## src/rtl/vga_timing_gen_pkg.sv

```systemverilog
`default_nettype none
// ============================================================================
//  Package     : vga_timing_gen_pkg
//  Description : Shared 640x480@60 timing defaults, derived totals, the
//                sync/blank triple type and a small range-decode helper.
//                Reused by the timing generator, the frame buffer and the
//                game logic so all of them agree on the raster geometry.
//  Revision    : 1.0 - initial release
// ============================================================================
package vga_timing_gen_pkg;

    // Default 640x480@60 geometry (pixel clock 25.175 MHz)
    localparam int c_def_h_active = 640;
    localparam int c_def_h_front  = 16;
    localparam int c_def_h_sync   = 96;
    localparam int c_def_h_back   = 48;
    localparam int c_def_v_active = 480;
    localparam int c_def_v_front  = 10;
    localparam int c_def_v_sync   = 2;
    localparam int c_def_v_back   = 33;

    localparam int c_def_h_total  = c_def_h_active + c_def_h_front + c_def_h_sync + c_def_h_back;
    localparam int c_def_v_total  = c_def_v_active + c_def_v_front + c_def_v_sync + c_def_v_back;

    // Raster counter width; every supported geometry stays below 1023.
    localparam int c_cnt_w = 10;

    // Undelayed decode of the raster position, active-high in every field.
    typedef struct packed {
        logic hs;
        logic vs;
        logic de;
    } sync_t;

    // True when value lies in the closed interval [lo, hi].
    function automatic logic in_window(input logic [c_cnt_w-1:0] value,
                                       input int lo, input int hi);
        return (int'(value) >= lo) && (int'(value) <= hi);
    endfunction

endpackage : vga_timing_gen_pkg
`default_nettype wire

```

## src/rtl/sync_delay_line.sv

```systemverilog
`default_nettype none
// ============================================================================
//  Module      : sync_delay_line
//  Description : Parameterised WIDTH x DEPTH shift register with an
//                asynchronous active-low reset that loads every stage with
//                RESET_VALUE. DEPTH must be at least 1; callers that need a
//                zero-length delay bypass this block entirely.
//  Ports       : clk   - clock
//                reset - asynchronous active-low reset
//                din   - data into stage 0
//                dout  - data out of the last stage (DEPTH cycles late)
//  Revision    : 1.0 - initial release
// ============================================================================
module sync_delay_line #(
    parameter int               WIDTH       = 3,
    parameter int               DEPTH       = 2,
    parameter logic [WIDTH-1:0] RESET_VALUE = '0
) (
    input  logic             clk,
    input  logic             reset,
    input  logic [WIDTH-1:0] din,
    output logic [WIDTH-1:0] dout
);

    logic [WIDTH-1:0] r_stage [DEPTH];

    always_ff @(posedge clk or negedge reset) begin
        if (!reset) begin
            for (int i = 0; i < DEPTH; i++) begin
                r_stage[i] <= RESET_VALUE;
            end
        end else begin
            r_stage[0] <= din;
            for (int i = 1; i < DEPTH; i++) begin
                r_stage[i] <= r_stage[i-1];
            end
        end
    end

    assign dout = r_stage[DEPTH-1];

endmodule : sync_delay_line
`default_nettype wire

```

## src/rtl/vga_timing_gen.sv

```systemverilog
`default_nettype none
// ============================================================================
//  Module      : vga_timing_gen
//  Description : Pixel timebase and VGA output stage. Produces the raster
//                counters for the frame buffer, receives its 1-bit colour
//                PIPE_DELAY cycles later, and drives hsync/vsync/RGB with
//                sync and blanking delayed to line up with that colour.
//                Also provides line/frame strobes and a frame counter.
//  Ports       : clk          - pixel clock, one pixel per cycle
//                reset        - asynchronous active-low reset
//                colour_in    - frame buffer pixel (1 = white)
//                counter_H/V  - raster position, undelayed
//                line_start   - 1-clk pulse while counter_H has just wrapped
//                frame_start  - 1-clk pulse while (H,V) has just wrapped
//                frame_count  - frames since reset, wraps 255 -> 0
//                hsync/vsync  - pipeline-aligned syncs, asserted = SYNC_POL
//                display_on   - pipeline-aligned active-area flag
//                vga_r/g/b    - {2{colour_in}} in the active area, else 0
//  Revision    : 1.0 - initial release
// ============================================================================
module vga_timing_gen
    import vga_timing_gen_pkg::*;
#(
    parameter int   H_ACTIVE   = c_def_h_active,
    parameter int   H_FRONT    = c_def_h_front,
    parameter int   H_SYNC     = c_def_h_sync,
    parameter int   H_BACK     = c_def_h_back,
    parameter int   V_ACTIVE   = c_def_v_active,
    parameter int   V_FRONT    = c_def_v_front,
    parameter int   V_SYNC     = c_def_v_sync,
    parameter int   V_BACK     = c_def_v_back,
    parameter logic SYNC_POL   = 1'b0,
    parameter int   PIPE_DELAY = 2
) (
    input  logic               clk,
    input  logic               reset,
    input  logic               colour_in,
    output logic [c_cnt_w-1:0] counter_H,
    output logic [c_cnt_w-1:0] counter_V,
    output logic               line_start,
    output logic               frame_start,
    output logic [7:0]         frame_count,
    output logic               hsync,
    output logic               vsync,
    output logic               display_on,
    output logic [1:0]         vga_r,
    output logic [1:0]         vga_g,
    output logic [1:0]         vga_b
);

    localparam int c_h_total = H_ACTIVE + H_FRONT + H_SYNC + H_BACK;
    localparam int c_v_total = V_ACTIVE + V_FRONT + V_SYNC + V_BACK;

    localparam logic [c_cnt_w-1:0] c_h_last = c_cnt_w'(c_h_total - 1);
    localparam logic [c_cnt_w-1:0] c_v_last = c_cnt_w'(c_v_total - 1);
    localparam logic [c_cnt_w-1:0] c_h_act  = c_cnt_w'(H_ACTIVE);
    localparam logic [c_cnt_w-1:0] c_v_act  = c_cnt_w'(V_ACTIVE);

    localparam int c_hs_first = H_ACTIVE + H_FRONT;
    localparam int c_hs_last  = H_ACTIVE + H_FRONT + H_SYNC - 1;
    localparam int c_vs_first = V_ACTIVE + V_FRONT;
    localparam int c_vs_last  = V_ACTIVE + V_FRONT + V_SYNC - 1;

    // ------------------------------------------------------------------
    // Raster counters and strobes
    // ------------------------------------------------------------------
    logic [c_cnt_w-1:0] r_h;
    logic [c_cnt_w-1:0] r_v;
    logic               r_line_start;
    logic               r_frame_start;
    logic [7:0]         r_frame_count;

    always_ff @(posedge clk or negedge reset) begin
        if (!reset) begin
            r_h           <= '0;
            r_v           <= '0;
            r_line_start  <= 1'b0;
            r_frame_start <= 1'b0;
            r_frame_count <= 8'd0;
        end else begin
            // Strobes are registered alongside the wrap so they are high
            // exactly while the counters read the wrapped value.
            r_line_start  <= 1'b0;
            r_frame_start <= 1'b0;
            if (r_h == c_h_last) begin
                r_h          <= '0;
                r_line_start <= 1'b1;
                if (r_v == c_v_last) begin
                    r_v           <= '0;
                    r_frame_start <= 1'b1;
                    r_frame_count <= r_frame_count + 8'd1;
                end else begin
                    r_v <= r_v + c_cnt_w'(1);
                end
            end else begin
                r_h <= r_h + c_cnt_w'(1);
            end
        end
    end

    assign counter_H   = r_h;
    assign counter_V   = r_v;
    assign line_start  = r_line_start;
    assign frame_start = r_frame_start;
    assign frame_count = r_frame_count;

    // ------------------------------------------------------------------
    // Decode on the undelayed counters
    // ------------------------------------------------------------------
    sync_t w_raw;
    sync_t w_dly;

    assign w_raw.hs = in_window(r_h, c_hs_first, c_hs_last);
    assign w_raw.vs = in_window(r_v, c_vs_first, c_vs_last);
    assign w_raw.de = (r_h < c_h_act) && (r_v < c_v_act);

    // ------------------------------------------------------------------
    // Delay the decode by the frame buffer latency so it meets colour_in
    // at the output register. Stages reset to "sync inactive, blanked".
    // ------------------------------------------------------------------
    generate
        if (PIPE_DELAY > 0) begin : g_delay
            sync_delay_line #(
                .WIDTH       (3),
                .DEPTH       (PIPE_DELAY),
                .RESET_VALUE (3'b000)
            ) u_sync_delay_line (
                .clk   (clk),
                .reset (reset),
                .din   (w_raw),
                .dout  (w_dly)
            );
        end else begin : g_no_delay
            assign w_dly = w_raw;
        end
    endgenerate

    // ------------------------------------------------------------------
    // Output register: samples the delayed triple and colour_in together
    // ------------------------------------------------------------------
    logic w_pixel_on;
    assign w_pixel_on = w_dly.de & colour_in;

    always_ff @(posedge clk or negedge reset) begin
        if (!reset) begin
            hsync      <= ~SYNC_POL;
            vsync      <= ~SYNC_POL;
            display_on <= 1'b0;
            vga_r      <= 2'b00;
            vga_g      <= 2'b00;
            vga_b      <= 2'b00;
        end else begin
            hsync      <= w_dly.hs ? SYNC_POL : ~SYNC_POL;
            vsync      <= w_dly.vs ? SYNC_POL : ~SYNC_POL;
            display_on <= w_dly.de;
            vga_r      <= {2{w_pixel_on}};
            vga_g      <= {2{w_pixel_on}};
            vga_b      <= {2{w_pixel_on}};
        end
    end

endmodule : vga_timing_gen
`default_nettype wire

```

## config.mk

```make
export PLATFORM = sky130hd
export DESIGN_NAME = vga_timing_gen
export DESIGN_NICKNAME = d
export VERILOG_FILES = /design/src/rtl/vga_timing_gen_pkg.sv /design/src/rtl/sync_delay_line.sv /design/src/rtl/vga_timing_gen.sv
export SDC_FILE = /design/constraint.sdc
export NUM_CORES = 1
export LEC_CHECK = 0
export BUFFER_PORTS_ARGS = -buffer_cell sky130_fd_sc_hd__buf_2
export CAP_MARGIN = 5
export CORE_MARGIN = 3
export CORE_UTILIZATION = 50
export DETAILED_ROUTE_END_ITERATION = 10
export PLACE_DENSITY = 0.75
export SLEW_MARGIN = 15
export SYNTH_ARGS = -nofsm -noshare
export SYNTH_HDL_FRONTEND = slang
export SYNTH_HIERARCHICAL = 1
export SYNTH_SLANG_ARGS = --single-unit
```

## constraint.sdc

```tcl
create_clock -name clk -period 2.4 [get_ports clk]
set_input_delay 0.24 -clock clk [delete_from_list [all_inputs] [get_ports clk]]
set_output_delay 0.24 -clock clk [all_outputs]
set_load 0.05 [all_outputs]
```

# After elaboration in Yosys (flattened, before gate mapping)

Index checks and enable logic that the tools add are counted.
Widths: inputs -> output; s select.

Output and inout port bits: 39
Flip-flop bits (word level): 40
Logic and storage cells: 34
Bits of input ports: 3

Multiplexer cells: 7
$add $sub $neg: 3
Bitwise logic cells: 1
$lt $le $gt $ge: 6
Reductions and logical operators: 4
Eq/ne operators: 2

Operators with widths:

| kind                  | number |
|---|---|
| $add 10x1->10 const B | 2 |
| $eq 10x10->1 const B  | 2 |
| $mux 10               | 2 |
| $ge 10x10->1 const B  | 1 |
| $ge 10x9->1 const B   | 1 |
| $le 10x10->1 const B  | 1 |
| $le 10x9->1 const B   | 1 |
| $lt 10x10->1 const B  | 1 |
| $lt 10x9->1 const B   | 1 |
| $add 8x1->8 const B   | 1 |
| $mux 1                | 5 |
| $logic_and 1x1->1     | 3 |
| $reduce_and 2->1      | 1 |
| $and 1x1->1           | 1 |

# Depth between registers and ports, before layout

Gate-level depths: netlist of run 1.

Word-level depth: 3
Depth in mapped cells: 7
Gate-level depth less buffers: 6

# Cells and area by module

The synthesis of run 1 kept the hierarchy.

Modules (own cells, without submodules):

| module          | times used | cells an instance | area an instance (um^2) | seq. area each (um^2) |
|---|---|---|---|---|
| vga_timing_gen  | 1          | 162               | 1684.1                  | 853.3 |
| sync_delay_line | 1          | 9                 | 172.7                   | 150.1 |

# Worst setup path after synthesis of run 1

Ideal clock, no wire load.

Path type: reg-to-reg
Start point: register r_h[0] (netlist: counter_H[0])
End point: register r_v[4] (netlist: counter_V[4])
Clock period less this slack: 2.188 ns
Arrival: 2.120 ns
Data required time: 2.333 ns
Path slack: 0.212 ns
Stages on the path, launching flop included: 7
Buffers on the path: 1
Library setup time: 0.067 ns
Cells stage by stage: dfrtp_1 -> ha_1 -> and4_1 -> buf_2 -> nand4_1 -> or4b_2 -> nand2_1

Word-level cells in the longest chain between the ends: 1

RTL lines:

| element                | line                 | source |
|---|---|---|
| start, declared        | vga_timing_gen.sv:67 | `logic [c_cnt_w-1:0] r_h;` |
| start signal, assigned | vga_timing_gen.sv:96 | `r_h <= r_h + c_cnt_w'(1);` |
| $eq 10x10->1           | vga_timing_gen.sv:85 | `if (r_h == c_h_last) begin` |
| end signal, assigned   | vga_timing_gen.sv:93 | `r_v <= r_v + c_cnt_w'(1);` |
| end, declared          | vga_timing_gen.sv:68 | `logic [c_cnt_w-1:0] r_v;` |

No other way between the ends.
A chain may end at the register's enable or synchronous reset.

# Worst setup path in the final report of run 1

Start point: register r_v[0] (netlist: counter_V[0])
End point: register r_frame_count[1] (netlist: frame_count[1])

Word-level cells in the longest chain between the ends: 2

RTL lines:

| element                           | line                 | source |
|---|---|---|
| $eq 10x10->1                      | vga_timing_gen.sv:88 | `if (r_v == c_v_last) begin` |
| $reduce_and 2->1 (no source line) | n/a                  |  |
| end signal, assigned              | vga_timing_gen.sv:91 | `r_frame_count <= r_frame_count + 8'd1;` |
| end, declared                     | vga_timing_gen.sv:71 | `logic [7:0] r_frame_count;` |

No other way between the ends.

==> impl_metrics.tcl, run 1 <==
set metrics [dict create \
    syn_inst 171 \
    synth_commonest_cells "38 x dfrtp_1, 13 x xor2_1, 12 x nand2_1, 12 x nand3_1, 10 x nor2_1" \
    syn2layout_area_growth_pct 13.4 \
    powerDensity_nw_per_um2 546 \
    cts_buffer_depth 2 \
    grt_max_degree 41 \
    synth-seq-cells 40 \
    postCtsResizedCells 0 \
    first_iter_violations 79 \
    num_vias 1351 \
    synth.top_cell.area_share_pct 51.2 \
    criticalPathCategory "reg -> reg" \
    diodes 0 \
    clk_latency_ns 0.29 \
    clock_sinks 40 \
    die_w_um 66.9 \
    crit_arrival_ns 2.33 \
    post_cts_buffers 0 \
    grt-ovfl-total 0 \
    antenna_found_initial 0 \
    cts_made_buffers 5 \
    r2r_cells 6 \
    synth_area_leader_cell "dfrtp_1" \
    cp_slowest_cell "or4_4" \
    dp_slack_ns 0.266 \
    numPortBuffers 41 \
    drc 0 \
    cts_tree "done" \
    final-hold-violation-count 0 \
    slew_viol_final 0 \
    synth-edff-count 0 \
    timing.fmax_mhz 467 \
    viasPerCell 5.38 \
    gp_congestion 0.796 \
    cts_root_buf "clkbuf_8" \
    fp-row-count 21 \
    grt_usage_pct 18.6 \
    wire_per_inst_um 14.2 \
    synth_ff_type "dfrtp_1" \
    yosys_warnings 6 \
    synth.avg_cell_area_um2 10.9 \
    setup_viol 0 \
    synth_area_um2 1860 \
    skew_ns 0.00732 \
    drive_above_1_share_pct 28.3 \
    leakagePower_uw 0.00110 \
    fillers 318 \
    grt_setup_unrepaired "false" \
    drv_cap 0 \
    dieArea_um2 4480 \
    grt_pass1_wl_mm 6.30 \
    peakVddDrop_mv 0.316 \
    synthMostInstantiatedCell "dfrtp_1" \
    min_period_over_period_pct 89.3 \
    hpwl_mm 2.53 \
    finalCriticalPeriod_ns 2.14 \
    grt_pass1_vias 1352 \
    critPathCaptureType "register" \
    nets 213 \
    crit_cells 6 \
    cts.htree.levels 2 \
    cp-start-kind "register" \
    io_pins 42 \
    path_clk_slew_ns 0.08 \
    yosysSeqAreaShare_pct 54.0 \
    hold_path.class "in -> async" \
    start_util_pct 53.5 \
    routed_wl_mm 3.57 \
    path_delay_family "simple AND/OR/NAND/NOR gates" \
    coreArea_um2 3470 \
    ant_nets 0 \
    netlist_top_cells_area "dfrtp_1 51%, xor2_1 6.1%, ha_1 4.0%" \
    drt_pass1_iterations 4 \
    fin_tns_setup_ns 0 \
    cts-hold-fix-buffers 0 \
    synth_cell_types 36 \
    crit_required_ns 2.58 \
    path_cells "inv_1 > ha_1 > nand4_1 > or4_4 > nor2_1 > mux2_2" \
    worst-path-max-fanout 13 \
    worst_pin_slew_ns 0.853 \
    async_flop_share_pct 100 \
    slowest_delay_ns 0.61 \
    synth_nets 180 \
    max_slew_margin_pct 43.1 \
    die_h_um 66.9 \
    status "completed" \
    setup_slack_ns 0.257 \
    crit_buf_inv 1 \
]
## flip-flops by register name, indices dropped and copies added (netlist names)
signal,cells
line_start,1
display_on,1
vga_b,1
g_delay.u_sync_delay_line/r_stage,3
frame_count,8
hsync,1
counter_V,10
vsync,1
g_delay.u_sync_delay_line/dout,3
frame_start,1
counter_H,10
## metrics by stage
stage / total power [µW] / cell area, µm² / cells / hold WS [ns] / util (%)
2_1_floorplan: 715 / 1860 / 171 / -0.0556 / -
3_3_place_gp: 727 / 2020 / 243 / 0.334 / 58.2
3_5_place_dp: 728 / 2020 / 243 / 0.340 / 58.2
4_1_cts: 1170 / 2110 / 251 / 0.0816 / 60.7
5_1_grt: 1210 / 2110 / 251 / 0.122 / 60.7
6_report: 1150 / 2110 / 251 / 0.0566 / 60.7
## cell usage in the layout, fill, tap and decap left out, drive strengths merged, types with 5 or more instances in the layout
| cell | count |
|---|---|
| dfrtp | 38 |
| nand4 | 7 |
| nand3 | 12 |
| ha | 6 |
| nand2 | 12 |
| xor2 | 13 |
| nor3 | 7 |
| inv | 8 |
| clkbuf | 5 |
| nor2 | 10 |
| buf | 42 |
| o21ai | 7 |
## metal layers
layer / GRT usage, % / wire (µm) / vias up
met5: 0 / 0 / -
met2: 30.6 / 1730 / 40
met4: 6.33 / 46 / 0
met3: 6.41 / 239 / 6
li1: - / - / 636
met1: 22.7 / 1550 / 669
## cell families (layout without fill, tap and decap cells)
family / count (synthesis) / count (layout) / share of synthesized area, %
xor+xnor: 17 / 17 / 8.02
flops: 40 / 40 / 54.0
compound gates: 15 / 15 / 4.45
simple gates: 65 / 65 / 20.1
buf+inv: 25 / 59 / 7.68
fa+ha+maj: 6 / 6 / 4.04
mux: 3 / 3 / 1.68
## area by class of cell
| cell class | count | area, µm² | area share, % |
|---|---|---|---|
| sequential | 40 | 1000 | 47.7 |
| multi-input combinational | 106 | 711 | 33.7 |
| timing repair buffer | 42 | 213 | 10.1 |
| clock buffer | 5 | 68.8 | 3.27 |
| tap | 46 | 57.6 | 2.73 |
| inverter | 9 | 33.8 | 1.60 |
| clock inverter | 3 | 18.8 | 0.891 |
## worst paths after layout
| check | start | endpoint | slack (ns) |
|---|---|---|---|
| max | counter_V[0]$_DFFE_PN0P_ | frame_count[1]$_DFFE_PN0P_ | 0.26 |
| min | reset | display_on$_DFF_PN0_ | 0.06 |
| max reg2reg | counter_V[0]$_DFFE_PN0P_ | frame_count[1]$_DFFE_PN0P_ | 0.26 |
| min reg2reg | g_delay.u_sync_delay_line/r_stage[5]$_DFF_PN0_ | g_delay.u_sync_delay_line/dout[2]$_DFF_PN0_ | 0.36 |
| max in group asynchronous | reset | counter_H[5]$_DFF_PN0_ | 1.81 |
| min in group clk | colour_in | vga_b[0]$_DFF_PN0_ | 0.16 |
## worst reg2reg max path, stage by stage (launching register included)
cell	delay, ns
dfrtp_1	0.45
inv_1	0.12
ha_1	0.14
nand4_1	0.10
or4_4	0.61
nor2_1	0.23
mux2_2	0.36
## power breakdown
part / leakage, µW / switching, µW / internal [µW]
Sequential: 0.000520 / 0.919 / 674
Clock: 0.0000479 / 235 / 202
Combinational: 0.000537 / 33.0 / 5.01
(Power assumes the default switching activity.)
==> run 2: changes to the inputs <==
--- a/config.mk
+++ b/config.mk
@@ -5,12 +5,13 @@
 export SDC_FILE = /design/constraint.sdc
 export NUM_CORES = 1
 export LEC_CHECK = 0
+export ABC_AREA = 1
 export BUFFER_PORTS_ARGS = -buffer_cell sky130_fd_sc_hd__buf_2
 export CAP_MARGIN = 5
 export CORE_MARGIN = 3
 export CORE_UTILIZATION = 50
 export DETAILED_ROUTE_END_ITERATION = 10
-export PLACE_DENSITY = 0.75
+export PLACE_DENSITY = 0.73
 export SLEW_MARGIN = 15
 export SYNTH_ARGS = -nofsm -noshare
 export SYNTH_HDL_FRONTEND = slang
==> run 2 against run 1 <==
Cell area increased by 17%. Critical path type unchanged. Critical path depth increased by 3. Maximum frequency increased by 39%.
==> impl_metrics.tcl, run 2 <==
set metrics [dict create \
    async_flop_share_pct 100 \
    cts_buffer_depth 2 \
    seq_power_share_pct 57.8 \
    synth_nets 253 \
    gp_congestion 0.866 \
    leakagePower_uw 0.00139 \
    wire_per_inst_um 12.0 \
    num_vias 1650 \
    synth_cell_types 27 \
    peakVddDrop_mv 0.246 \
    synth_mux_area_share_pct 0 \
    synth_commonest_cells "57 x nand2_1, 38 x dfrtp_1, 33 x inv_1" \
    netlist_top_cells_area "dfrtp_1 44%, nand2_1 9.8%, inv_1 5.7%" \
    hpwl_mm 3.02 \
    synth.top_cell.area_share_pct 43.7 \
    max_slew_margin_pct 41.3 \
    cp-start-kind "register" \
    clock_power_share_pct 38.9 \
    io_pins 42 \
    criticalPathCategory "reg -> reg" \
    crit_required_ns 2.59 \
    cts.htree.levels 2 \
    fillers 369 \
    p_int_uw 914 \
    drt_pass1_iterations 4 \
    hold_path.class "in -> async" \
    wl_met1_mm 1.82 \
    synth_top_family_by_area "simple AND/OR/NAND/NOR gates" \
    die_h_um 72.0 \
    path_clk_slew_ns 0.07 \
    setup_viol 0 \
    final_cell_mix "57 x nand2_1, 41 x buf_2, 38 x dfrtp_1, 33 x inv_1, 25 x nor2_1" \
    synth-seq-cells 40 \
    grt_max_degree 41 \
    drive_above_1_share_pct 26.3 \
    viasPerCell 4.93 \
    postCtsResizedCells 0 \
    die_w_um 72.0 \
    diodes 0 \
    grt_pass1_vias 1569 \
    worst_pin_slew_ns 0.880 \
    p_sw_uw 255 \
    final_common_cell "nand2_1" \
    start_util_pct 53.2 \
    cts-hold-fix-buffers 0 \
    status "completed" \
    grt_pass1_wl_mm 7.13 \
    yosysSeqAreaShare_pct 46.1 \
    dieArea_um2 5180 \
    finalCriticalPeriod_ns 1.54 \
    final-hold-violation-count 0 \
    grt_setup_unrepaired "false" \
    synth-edff-count 0 \
    nets 293 \
    yosys.area_share.simple_pct 33.2 \
    coreArea_um2 4090 \
    numPortBuffers 41 \
    critPathCaptureType "register" \
    synth_ff_type "dfrtp_1" \
    clock_sinks 40 \
    clk_latency_ns 0.29 \
    fin_tns_setup_ns 0 \
    skew_ns 0.00446 \
    post_cts_buffers 0 \
    cts_root_buf "clkbuf_8" \
    synth_area_leader_cell "dfrtp_1" \
    cts_tree "done" \
    syn_inst 244 \
    synthXorXnorAreaFrac_pct 5.98 \
    pwr-share-comb_pct 3.3 \
    drc 0 \
    slew_viol_final 0 \
    synth.avg_cell_area_um2 8.92 \
    synth_area_um2 2180 \
    switching_share_pct 21.8 \
    antenna_found_initial 0 \
    wl_met3_um 203 \
    worst-path-max-fanout 6 \
    powerDensity_nw_per_um2 473 \
    synth_compound_area_share_pct 2.53 \
    yosys_warnings 6 \
    syn2layout_area_growth_pct 13.7 \
    min_period_over_period_pct 64.2 \
    synthMostInstantiatedCell "nand2_1" \
    crit_arrival_ns 1.73 \
    drv_cap 0 \
    finalNonFillerCells 335 \
    fp-row-count 23 \
    grt_usage_pct 17.8 \
    top_layer "met4" \
    dp_cells 327 \
    grt-ovfl-total 0 \
    holdWs_ns 0.0651 \
    timing.fmax_mhz 649 \
    r2r_slack_ns 0.86 \
    route.met2.wl_mm 1.93 \
    ant_nets 0 \
    synth_fa_ha_area_share_pct 3.45 \
    routed_wl_mm 4.03 \
    first_iter_violations 95 \
    cts_made_buffers 5 \
]
==> run 2: power by group through the flow <==
stage | registers [µW] | logic (µW) | clock network, µW
finish | 676 | 38.6 | 455
global route | 675 | 42.0 | 499
CTS | 675 | 40.3 | 473
detailed placement | 689 | 40.3 | 0
global placement | 688 | 39.8 | 0
floorplan | 692 | 22.7 | 0
==> run 2: path summary, 6_finish.rpt <==
check | start | to | cells after the start
max | counter_V[0]$_DFFE_PN0P_ | frame_count[2]$_DFFE_PN0P_ | 9
min | reset | display_on$_DFF_PN0_ | 1
max reg2reg | counter_V[0]$_DFFE_PN0P_ | frame_count[2]$_DFFE_PN0P_ | 9
min reg2reg | g_delay.u_sync_delay_line/r_stage[4]$_DFF_PN0_ | g_delay.u_sync_delay_line/dout[1]$_DFF_PN0_ | 0
max in group asynchronous | reset | counter_H[1]$_DFF_PN0_ | 1
min in group clk | colour_in | vga_b[0]$_DFF_PN0_ | 3
==> run 2: metal layers <==
layer	GRT usage, %	vias to the layer above
met2	28.4	34
met4	7.52	0
met3	4.43	6
met5	0	-
met1	23.1	779
li1	-	831
==> run 2: critical path: stages (launching register included) <==
cell and delay, ns:
dfrtp_1 0.42, inv_1 0.13, ha_1 0.20, inv_1 0.08, nor2_4 0.14, nand3_1 0.09, nor2_2 0.17, nand2_4 0.10
nand2_1 0.07, nand2_1 0.05
==> run 2: layout make-up <==
cell class                 instances  area [µm²]  share of cell area, %
inverter                          34         129                   5.21
timing repair buffer              41         205                   8.30
tap                               50        62.6                   2.53
multi-input combinational        162         983                   39.8
sequential                        40        1000                   40.6
clock buffer                       8        90.1                   3.64
==> run 2: cells by family after synthesis <==
| group | Yosys count |
|---|---|
| adder cells (fa/ha/maj) | 6 |
| AO/OA/AOI/OAI | 11 |
| XOR/XNOR | 14 |
| flip-flops | 40 |
| AND/OR/NAND/NOR | 131 |
| buffers and inverters | 42 |
==> run 2: metrics by stage <==
step / power (µW) / util (%) / setup WS (ns) / instance area, µm²
3_3_place_gp: 728 / 58.3 / 0.910 / 2380
4_1_cts: 1190 / 60.5 / 0.851 / 2470
6_report: 1170 / 60.5 / 0.858 / 2470
5_1_grt: 1220 / 60.5 / 0.676 / 2470
3_5_place_dp: 729 / 58.3 / 0.864 / 2380
2_1_floorplan: 715 / - / 0.626 / 2180
